==> src/rtl/mem_port_arbiter_pkg.sv <==
// Shared encodings for the IF/MEM memory-port arbiter: FSM states and port-owner codes.
package mem_port_arbiter_pkg;

   typedef enum logic [1:0] {
      ARB_IDLE  = 2'd0,
      ARB_ISSUE = 2'd1,
      ARB_WAIT  = 2'd2,
      ARB_RESP  = 2'd3
   } arb_state_e;

   typedef enum logic {
      OWN_I = 1'b0,
      OWN_D = 1'b1
   } owner_e;

endpackage

==> src/rtl/mem_port_arbiter_timer.sv <==
// Latency countdown for the backing-memory access: load, decrement to zero, flag zero.
module mem_wait_timer #(
   parameter int W = 3
) (
   input  logic         clk,
   input  logic         reset,
   input  logic         i_load,
   input  logic [W-1:0] i_load_val,
   input  logic         i_dec,
   output logic         o_zero
);

   logic [W-1:0] r_cnt;

   always_ff @(posedge clk) begin
      if (reset)
         r_cnt <= '0;
      else if (i_load)
         r_cnt <= i_load_val;
      else if (i_dec && (r_cnt != '0))
         r_cnt <= r_cnt - W'(1);
   end

   assign o_zero = (r_cnt == '0);

endmodule

==> src/rtl/mem_port_arbiter.sv <==
// Shares one fixed-latency memory port between fetch (IF) and load/store (MEM),
// one transaction at a time, with fetch-kill on branch flush and a data-burst fairness limit.
module mem_port_arbiter
   import mem_port_arbiter_pkg::*;
#(
   parameter int MEM_LATENCY = 4,
   parameter int MAX_D_BURST = 3
) (
   input  logic        clk,
   input  logic        reset,
   input  logic        i_req,
   input  logic [31:0] i_addr,
   input  logic        i_kill,
   output logic        i_valid,
   output logic [31:0] i_rdata,
   input  logic        d_req,
   input  logic        d_we,
   input  logic [31:0] d_addr,
   input  logic [31:0] d_wdata,
   output logic        d_valid,
   output logic [31:0] d_rdata,
   output logic        stall_if,
   output logic        stall_mem,
   output logic        mem_req,
   output logic        mem_we,
   output logic [31:0] mem_addr,
   output logic [31:0] mem_wdata,
   input  logic [31:0] mem_rdata
);

   localparam int TW = $clog2(MEM_LATENCY) + 1;
   localparam int BW = (MAX_D_BURST < 1) ? 1 : $clog2(MAX_D_BURST + 1);
   localparam logic [TW-1:0] LOAD_VAL  = TW'(MEM_LATENCY - 1);
   localparam logic [BW-1:0] BURST_MAX = BW'(MAX_D_BURST);

   arb_state_e  r_state, w_next;
   owner_e      r_owner;
   logic        r_kill;
   logic [BW-1:0] r_burst;
   logic        r_we;
   logic [31:0] r_addr, r_wdata, r_i_rdata, r_d_rdata;
   logic        w_fetch_prio, w_grant_i, w_grant_d, w_zero, w_busy;

   // Fetch wins only when data is absent or has used up its burst allowance.
   assign w_fetch_prio = i_req && (!d_req || (r_burst == BURST_MAX));
   assign w_grant_i    = (r_state == ARB_IDLE) && w_fetch_prio;
   assign w_grant_d    = (r_state == ARB_IDLE) && d_req && !w_fetch_prio;

   mem_wait_timer #(.W(TW)) u_timer (
      .clk        (clk),
      .reset      (reset),
      .i_load     (r_state == ARB_ISSUE),
      .i_load_val (LOAD_VAL),
      .i_dec      (r_state == ARB_WAIT),
      .o_zero     (w_zero)
   );

   always_ff @(posedge clk) begin
      if (reset) r_state <= ARB_IDLE;
      else       r_state <= w_next;
   end

   always_comb begin
      w_next = r_state;
      case (r_state)
         ARB_IDLE:  if (i_req || d_req) w_next = ARB_ISSUE;
         ARB_ISSUE: w_next = ARB_WAIT;
         ARB_WAIT:  if (w_zero) w_next = ARB_RESP;
         ARB_RESP:  w_next = ARB_IDLE;
      endcase
   end

   always_comb begin
      w_busy    = (r_state != ARB_IDLE);
      mem_req   = (r_state == ARB_ISSUE);
      mem_we    = w_busy && r_we;
      mem_addr  = w_busy ? r_addr  : 32'd0;
      mem_wdata = w_busy ? r_wdata : 32'd0;
      i_valid   = (r_state == ARB_RESP) && (r_owner == OWN_I) && !r_kill && !i_kill;
      d_valid   = (r_state == ARB_RESP) && (r_owner == OWN_D);
      stall_if  = i_req && !i_valid;
      stall_mem = d_req && !d_valid;
   end

   always_ff @(posedge clk) begin
      if (reset) begin
         r_owner   <= OWN_I;
         r_kill    <= 1'b0;
         r_burst   <= '0;
         r_we      <= 1'b0;
         r_addr    <= '0;
         r_wdata   <= '0;
         r_i_rdata <= '0;
         r_d_rdata <= '0;
      end else begin
         if (w_grant_i || w_grant_d) begin
            r_owner <= w_grant_d ? OWN_D : OWN_I;
            r_we    <= w_grant_d && d_we;
            r_addr  <= w_grant_d ? d_addr : i_addr;
            r_wdata <= w_grant_d ? d_wdata : 32'd0;
            r_kill  <= 1'b0;
         end else if (i_kill && w_busy && (r_owner == OWN_I)) begin
            r_kill  <= 1'b1;
         end

         if (!i_req || w_grant_i)
            r_burst <= '0;
         else if (w_grant_d && (r_burst != BURST_MAX))
            r_burst <= r_burst + BW'(1);

         // Capture on the last wait cycle so rdata is already stable during RESP.
         if ((r_state == ARB_WAIT) && w_zero) begin
            if (r_owner == OWN_D)
               r_d_rdata <= r_we ? 32'd0 : mem_rdata;
            else if (!r_kill && !i_kill)
               r_i_rdata <= mem_rdata;
         end
      end
   end

   assign i_rdata = r_i_rdata;
   assign d_rdata = r_d_rdata;

endmodule

==> config.mk <==
export PLATFORM = sky130hd
export DESIGN_NAME = mem_port_arbiter
export DESIGN_NICKNAME = d
export VERILOG_FILES = /design/src/rtl/mem_port_arbiter_pkg.sv /design/src/rtl/mem_port_arbiter_timer.sv /design/src/rtl/mem_port_arbiter.sv
export SDC_FILE = /design/constraint.sdc
export NUM_CORES = 1
export LEC_CHECK = 0
export CAP_MARGIN = 20
export CORE_UTILIZATION = 47
export DETAILED_ROUTE_END_ITERATION = 10
export PLACE_DENSITY = 0.87
export REMOVE_ABC_BUFFERS = 1
export SLEW_MARGIN = 20
export SYNTH_ARGS = -nofsm -noshare
export SYNTH_HDL_FRONTEND = slang
export SYNTH_HIERARCHICAL = 1
export SYNTH_SLANG_ARGS = --single-unit
==> constraint.sdc <==
create_clock -name clk -period 3.2 [get_ports clk]
set_clock_uncertainty 0.05 [all_clocks]
set_input_delay 0.64 -clock clk [delete_from_list [all_inputs] [get_ports clk]]
set_output_delay 0.64 -clock clk [all_outputs]
set_load 0.01 [all_outputs]
* Word-level counts from Yosys, hierarchy flattened
Index checks and enable logic that the tools add are counted.
** Word-level totals
- Register bits :: 138
- Input bits :: 134
- Output and inout port bits :: 134
- Word-level logic and storage cells :: 72
** Operators by class
- Add/subtract/negate cells :: 2
- Equal/unequal tests :: 7
- Mux-type cells :: 11
- Bitwise logic cells :: 1
- Reduce and logical (&&, ||, !) cells :: 40
** Operator list (count)
- 2-to-1 mux 32 bit :: 5
- logical AND 1 bit :: 18
- 2-to-1 mux 2 bit :: 4
- one-hot mux 2 bit (4 select lines) :: 1
- zero test 1 bit :: 7
- equality test 2 bit, second input constant :: 3
- OR reduction 2 bit :: 3
- logical OR 1 bit :: 4
- != test 2 bit, second input constant :: 2
- AND reduction 2 bit :: 2
- nonzero test 2 bit :: 2
- zero test 3 bit :: 1
- AND reduction 3 bit :: 1
- nonzero test 3 bit :: 1
- subtractor 3 x 1 -> 3 bit, second input constant :: 1
- adder 2 x 1 -> 2 bit, second input constant :: 1
- equality test 2 x 1 -> 1 bit, second input constant :: 1
- zero test 2 bit :: 1
- != test 2 x 1 -> 1 bit, second input constant :: 1
- 2-to-1 mux 1 bit :: 1
- NOT 1 bit :: 1

* Logic depth before layout (Yosys ltp)
- Depth in word-level cells :: 7
- Gate-level depth with buffers :: 8
- Depth with buffers taken out :: 6

* By module
The synthesis kept the hierarchy.
** By module, submodules not included
- mem_port_arbiter :: times used 1, cells an instance 702, area an instance 6271.0 sq um, sequential area each 2702.6 sq um
- mem_wait_timer :: times used 1, cells an instance 21, area an instance 182.7 sq um, sequential area each 60.1 sq um

* Worst setup path after synthesis
OpenSTA, ideal clock, no wires.
- Kind :: input to output
- Start point :: input port d_req
- End point :: output port stall_mem
- Data arrival time :: 1.283 ns
- Data required time :: 2.510 ns
- Path slack :: 1.227 ns
- Cell stages on the path :: 3
- Path buffers :: 2
- Cells stage by stage :: buf_6 -> clkbuf_1 -> nor2b_1
** Between the ends
- Longest elaborated chain between the ends :: 1
** Ends and longest elaborated chain
- start: declaration :: RTL line mem_port_arbiter.sv:16 : input logic d_req,
- logical AND 1 bit :: RTL line mem_port_arbiter.sv:82 : stall_mem = d_req && !d_valid;
- end: declaration :: RTL line mem_port_arbiter.sv:23 : output logic stall_mem,
No other way between the ends.

* Worst setup path after layout
- Start point :: register r_state[1]
- End point :: output port mem_addr[7]
** Between the ends
- Longest elaborated chain between the ends :: 2
** Ends and longest elaborated chain
- start: declaration :: RTL line mem_port_arbiter.sv:36 : arb_state_e r_state, w_next;
- start signal: assignment :: RTL line mem_port_arbiter.sv:60 : else r_state <= w_next;
- nonzero test 2 bit :: RTL line mem_port_arbiter.sv:74 : w_busy = (r_state != ARB_IDLE);
- 2-to-1 mux 32 bit :: RTL line mem_port_arbiter.sv:77 : mem_addr = w_busy ? r_addr : 32'd0;
- end: declaration :: RTL line mem_port_arbiter.sv:26 : output logic [31:0] mem_addr,
No other way between the ends.

==> run summary <==
### STA
- **Tmin final** 2.76 ns
- **final clock period utilization by the worst path** 86.3%
- **maximum clock rate** 362 MHz
- **number of hold violations in the final report** 0
- **final slew viol count** 0
- **actual transition at the worst max-transition pin** 0.590 ns
- **worst slew margin relative to its limit** 60.7%
- **WHS** 0.396 ns
- **setup tns final** 0 ns
- **RSZ-0062 raised after global routing** false
- **Setup violations, final** 0

### Pwr
- **static power due to leakage** 3.45 nW
- **maximum ir drop on the vdd rail** 0.368 mV
- **power per unit of standard cell area** 646 nW/µm²

### Clock tree
- **H-tree level count** 4
- **maximum number of buffers from clock root to sink** 2
- **setup bufs post-CTS** 0
- **Root Buffer** clkbuf_16
- **TritonCTS buffer count** 17
- **TritonCTS clock tree** yes
- **number of hold buffers added after cts** 0
- **number of sinks driven by the clock tree** 138
- **clock-pin slew of the registers on the worst-case setup and hold paths** 0.05 ns
- **source-to-sink clock delay at the later pin of the worst-skew pair** 0.41 ns
- **post-cts repair resize count** 0

### Worst setup path
- **combined buffer and inverter count along the critical path** 3
- **cell with the largest stage delay on the worst path** clkdlybuf4s50_1
- **WS Path Type** flip-flop to primary output
- **CP Cell Sequence** inv_1 > ha_2 > buf_12 > nor2b_1 > clkdlybuf4s50_1
- **Worst Setup Start Kind** flip-flop
- **CP Data Required Time** 2.51 ns
- **kind of end point of the critical path** primary output
- **delay-heaviest family, CP** buffers and inverters
- **worst reg-to-reg setup slack** 1.06 ns
- **largest stage delay on the critical path** 0.58 ns
- **arrival time of the worst setup path** 2.07 ns
- **largest driver fanout on the critical path** 75

### Global route
- **antenna violations before repair** 0
- **total global routing track utilization** 26.7%
- **largest net degree at the start of global routing** 76
- **first-pass GRT wire length** 29900 µm
- **vias in the first global route** 5819
- **overflow left after global routing** 0

### Yosys
- **area share of the leading cell type in the synthesized netlist** 42.8%
- **largest area contributor in the netlist** dfxtp_1
- **number of instances in the synthesized netlist** 723
- **portion of the post-synthesis area used by sequential elements** 42.8%
- **number of synthesized register bits** 138
- **dominant cell by count in the synthesized netlist** dfxtp_1
- **number of enable flip-flop cells after synthesis** 0
- **Cell variety after synth** 33
- **yosys warns** 6
- **proportion of synthesized flip-flops having asynchronous set or reset** 0%
- **most frequent cells after synthesis** dfxtp_1 (138), nor2_1 (70), nor2b_1 (69)
- **area of the mapped netlist** 6450 µm²
- **main area contributors after synthesis** dfxtp_1 (43%), nor2b_1 (6.7%), nand2b_1 (6.5%)
- **synthesized area per cell** 8.93 µm²
- **primary flip-flop cell chosen by synthesis mapping** dfxtp_1

### Floorplan
- **full die area** 14200 µm²
- **number of rows created at floorplan** 42
- **I/O pin cnt** 268
- **Die Width** 119 µm
- **starting density of the core** 48.5%
- **die height** 119 µm
- **area of the core** 13300 µm²

### Cells and area
- **sequential cell area** 2760 µm²
- **Cell Count, Final, Fillers Out** 1142
- **area overhead of the layout relative to synthesis** 51.4%
- **filler cell count in the final layout** 960
- **area of all placed cells without fillers** 9770 µm²
- **count of antenna diodes in the layout** 0
- **combined area of the multi-input logic cells** 3240 µm²
- **fraction of final layout cells sized beyond drive strength 1** 6.52%
- **number of nets in the layout** 1096
- **final design utilization** 73.5%

### Detailed routing
- **detailed-route wire length** 19200 µm
- **vias after detailed routing** 6128
- **via density per instance** 5.37
- **number of routed nets with antenna violations** 0
- **drt first pass iters** 4
- **DRC viols** 0
- **routed wirelength normalized by instance count** 16.8 µm
- **number of DRC markers after the initial detailed-route iteration** 543

### Min path
- **path category of the worst min-delay check** flip-flop to flip-flop

### Run status
- **result of the run** finished, final reports clean

### Placed design
- **port bufs** 267
- **detailed placer's ending HPWL** 12800 µm
- **Post-Place Cells** 1112
- **placer congestion estimate** 0.781
- **Cell Area, Placed** 9190 µm²

### Flow run
- **number of maximum-capacitance constraint violations** 0

## per-layer routing
metal / share of wire (%) / GRT usage [%] / vias to the layer above
met1: 40 / 31.2 / 2867
met5: 0 / 0 / -
met4: 2.2 / 11.2 / 0
met3: 9.6 / 10.3 / 31
met2: 48 / 43.6 / 258
li1: - / - / 2972
## final cells by class
type	instances	share of cell area (%)
Clock buffer	22	4.75
Clock inverter	8	1.23
Sequential cell	138	28.3
Inverter	39	1.50
Timing Repair Buffer	282	28.9
Multi-Input combinational cell	477	33.1
Tap cell	176	2.25
## power breakdown
group | leakage [nW] | switching [mW] | internal (mW)
Combinational | 2.04 | 1.12 | 1.05
Sequential | 1.13 | 0.161 | 2.04
Clock | 0.282 | 0.702 | 1.25
## worst reg2reg max path: cells and delay by family, from the launching register on
kind / cells / cell delay [ns]
AO/OA/AOI/OAI: 2 / 0.57
AND/OR/NAND/NOR: 1 / 0.10
flip-flops: 1 / 0.34
adder cells (fa/ha/maj): 1 / 0.21
buffers and inverters: 3 / 0.76
## stage by stage
stage | total power [mW] | setup slack [ns]
final | 6.32 | 0.440
after CTS | 6.35 | 0.415
after global placement | 4.33 | 0.505
after floorplan | 3.35 | -0.187
after global routing | 6.63 | 0.325
after detailed placement | 4.38 | 0.494
## sequential cells by signal, indices dropped and copies added (netlist names)
| register | cells |
|---|---|
| d_rdata | 32 |
| i_rdata | 32 |
| r_addr | 32 |
| r_burst | 2 |
| r_kill | 1 |
| r_owner | 1 |
| r_state | 2 |
| r_wdata | 32 |
| r_we | 1 |
| u_timer/r_cnt | 3 |
## layout by cell type, fill, tap and decap left out, types with 2 or more instances in the layout
master / n
clkdlybuf4s50_1: 266
a2111oi_1: 22
mux2i_1: 33
o21a_1: 3
clkinv_2: 3
nor3_1: 2
nor2_1: 69
nand3_1: 2
clkbuf_8: 2
a21oi_1: 37
a32oi_1: 33
clkbuf_16: 17
nor2b_1: 69
clkinvlp_4: 2
a2111oi_0: 31
or3_1: 2
dfxtp_1: 138
conb_1: 3
and2_1: 2
inv_1: 38
and2_4: 2
nand2_1: 37
a2111oi_2: 11
a31oi_1: 2
buf_4: 13
clkbuf_1: 3
nand2b_1: 67
bufinv_16: 3
buf_12: 3
ha_1: 6
nand3b_1: 35
## final timing paths
| check | from | endpoint | depth (start not counted) |
|---|---|---|---|
| max | r_state[1]$_SDFFE_PP0P_ | mem_addr[7] | 5 |
| min | d_rdata[15]$_SDFFE_PP0P_ | d_rdata[15]$_SDFFE_PP0P_ | 2 |
| max reg2reg | r_state[1]$_SDFFE_PP0P_ | r_addr[16]$_SDFFE_PP0P_ | 7 |
| min reg2reg | d_rdata[15]$_SDFFE_PP0P_ | d_rdata[15]$_SDFFE_PP0P_ | 2 |
## cells by family after synthesis
| family | count (synthesis) | share of synthesized area (%) |
|---|---|---|
| flip-flops | 138 | 42.8 |
| AO/OA/AOI/OAI | 141 | 18.3 |
| multiplexers | 33 | 5.12 |
| other | 2 | 0.116 |
| buffers and inverters | 109 | 7.29 |
| XOR/XNOR | 1 | 0.136 |
| adder cells (fa/ha/maj) | 7 | 1.36 |
| AND/OR/NAND/NOR | 292 | 24.9 |
(Power assumes the default switching activity.)
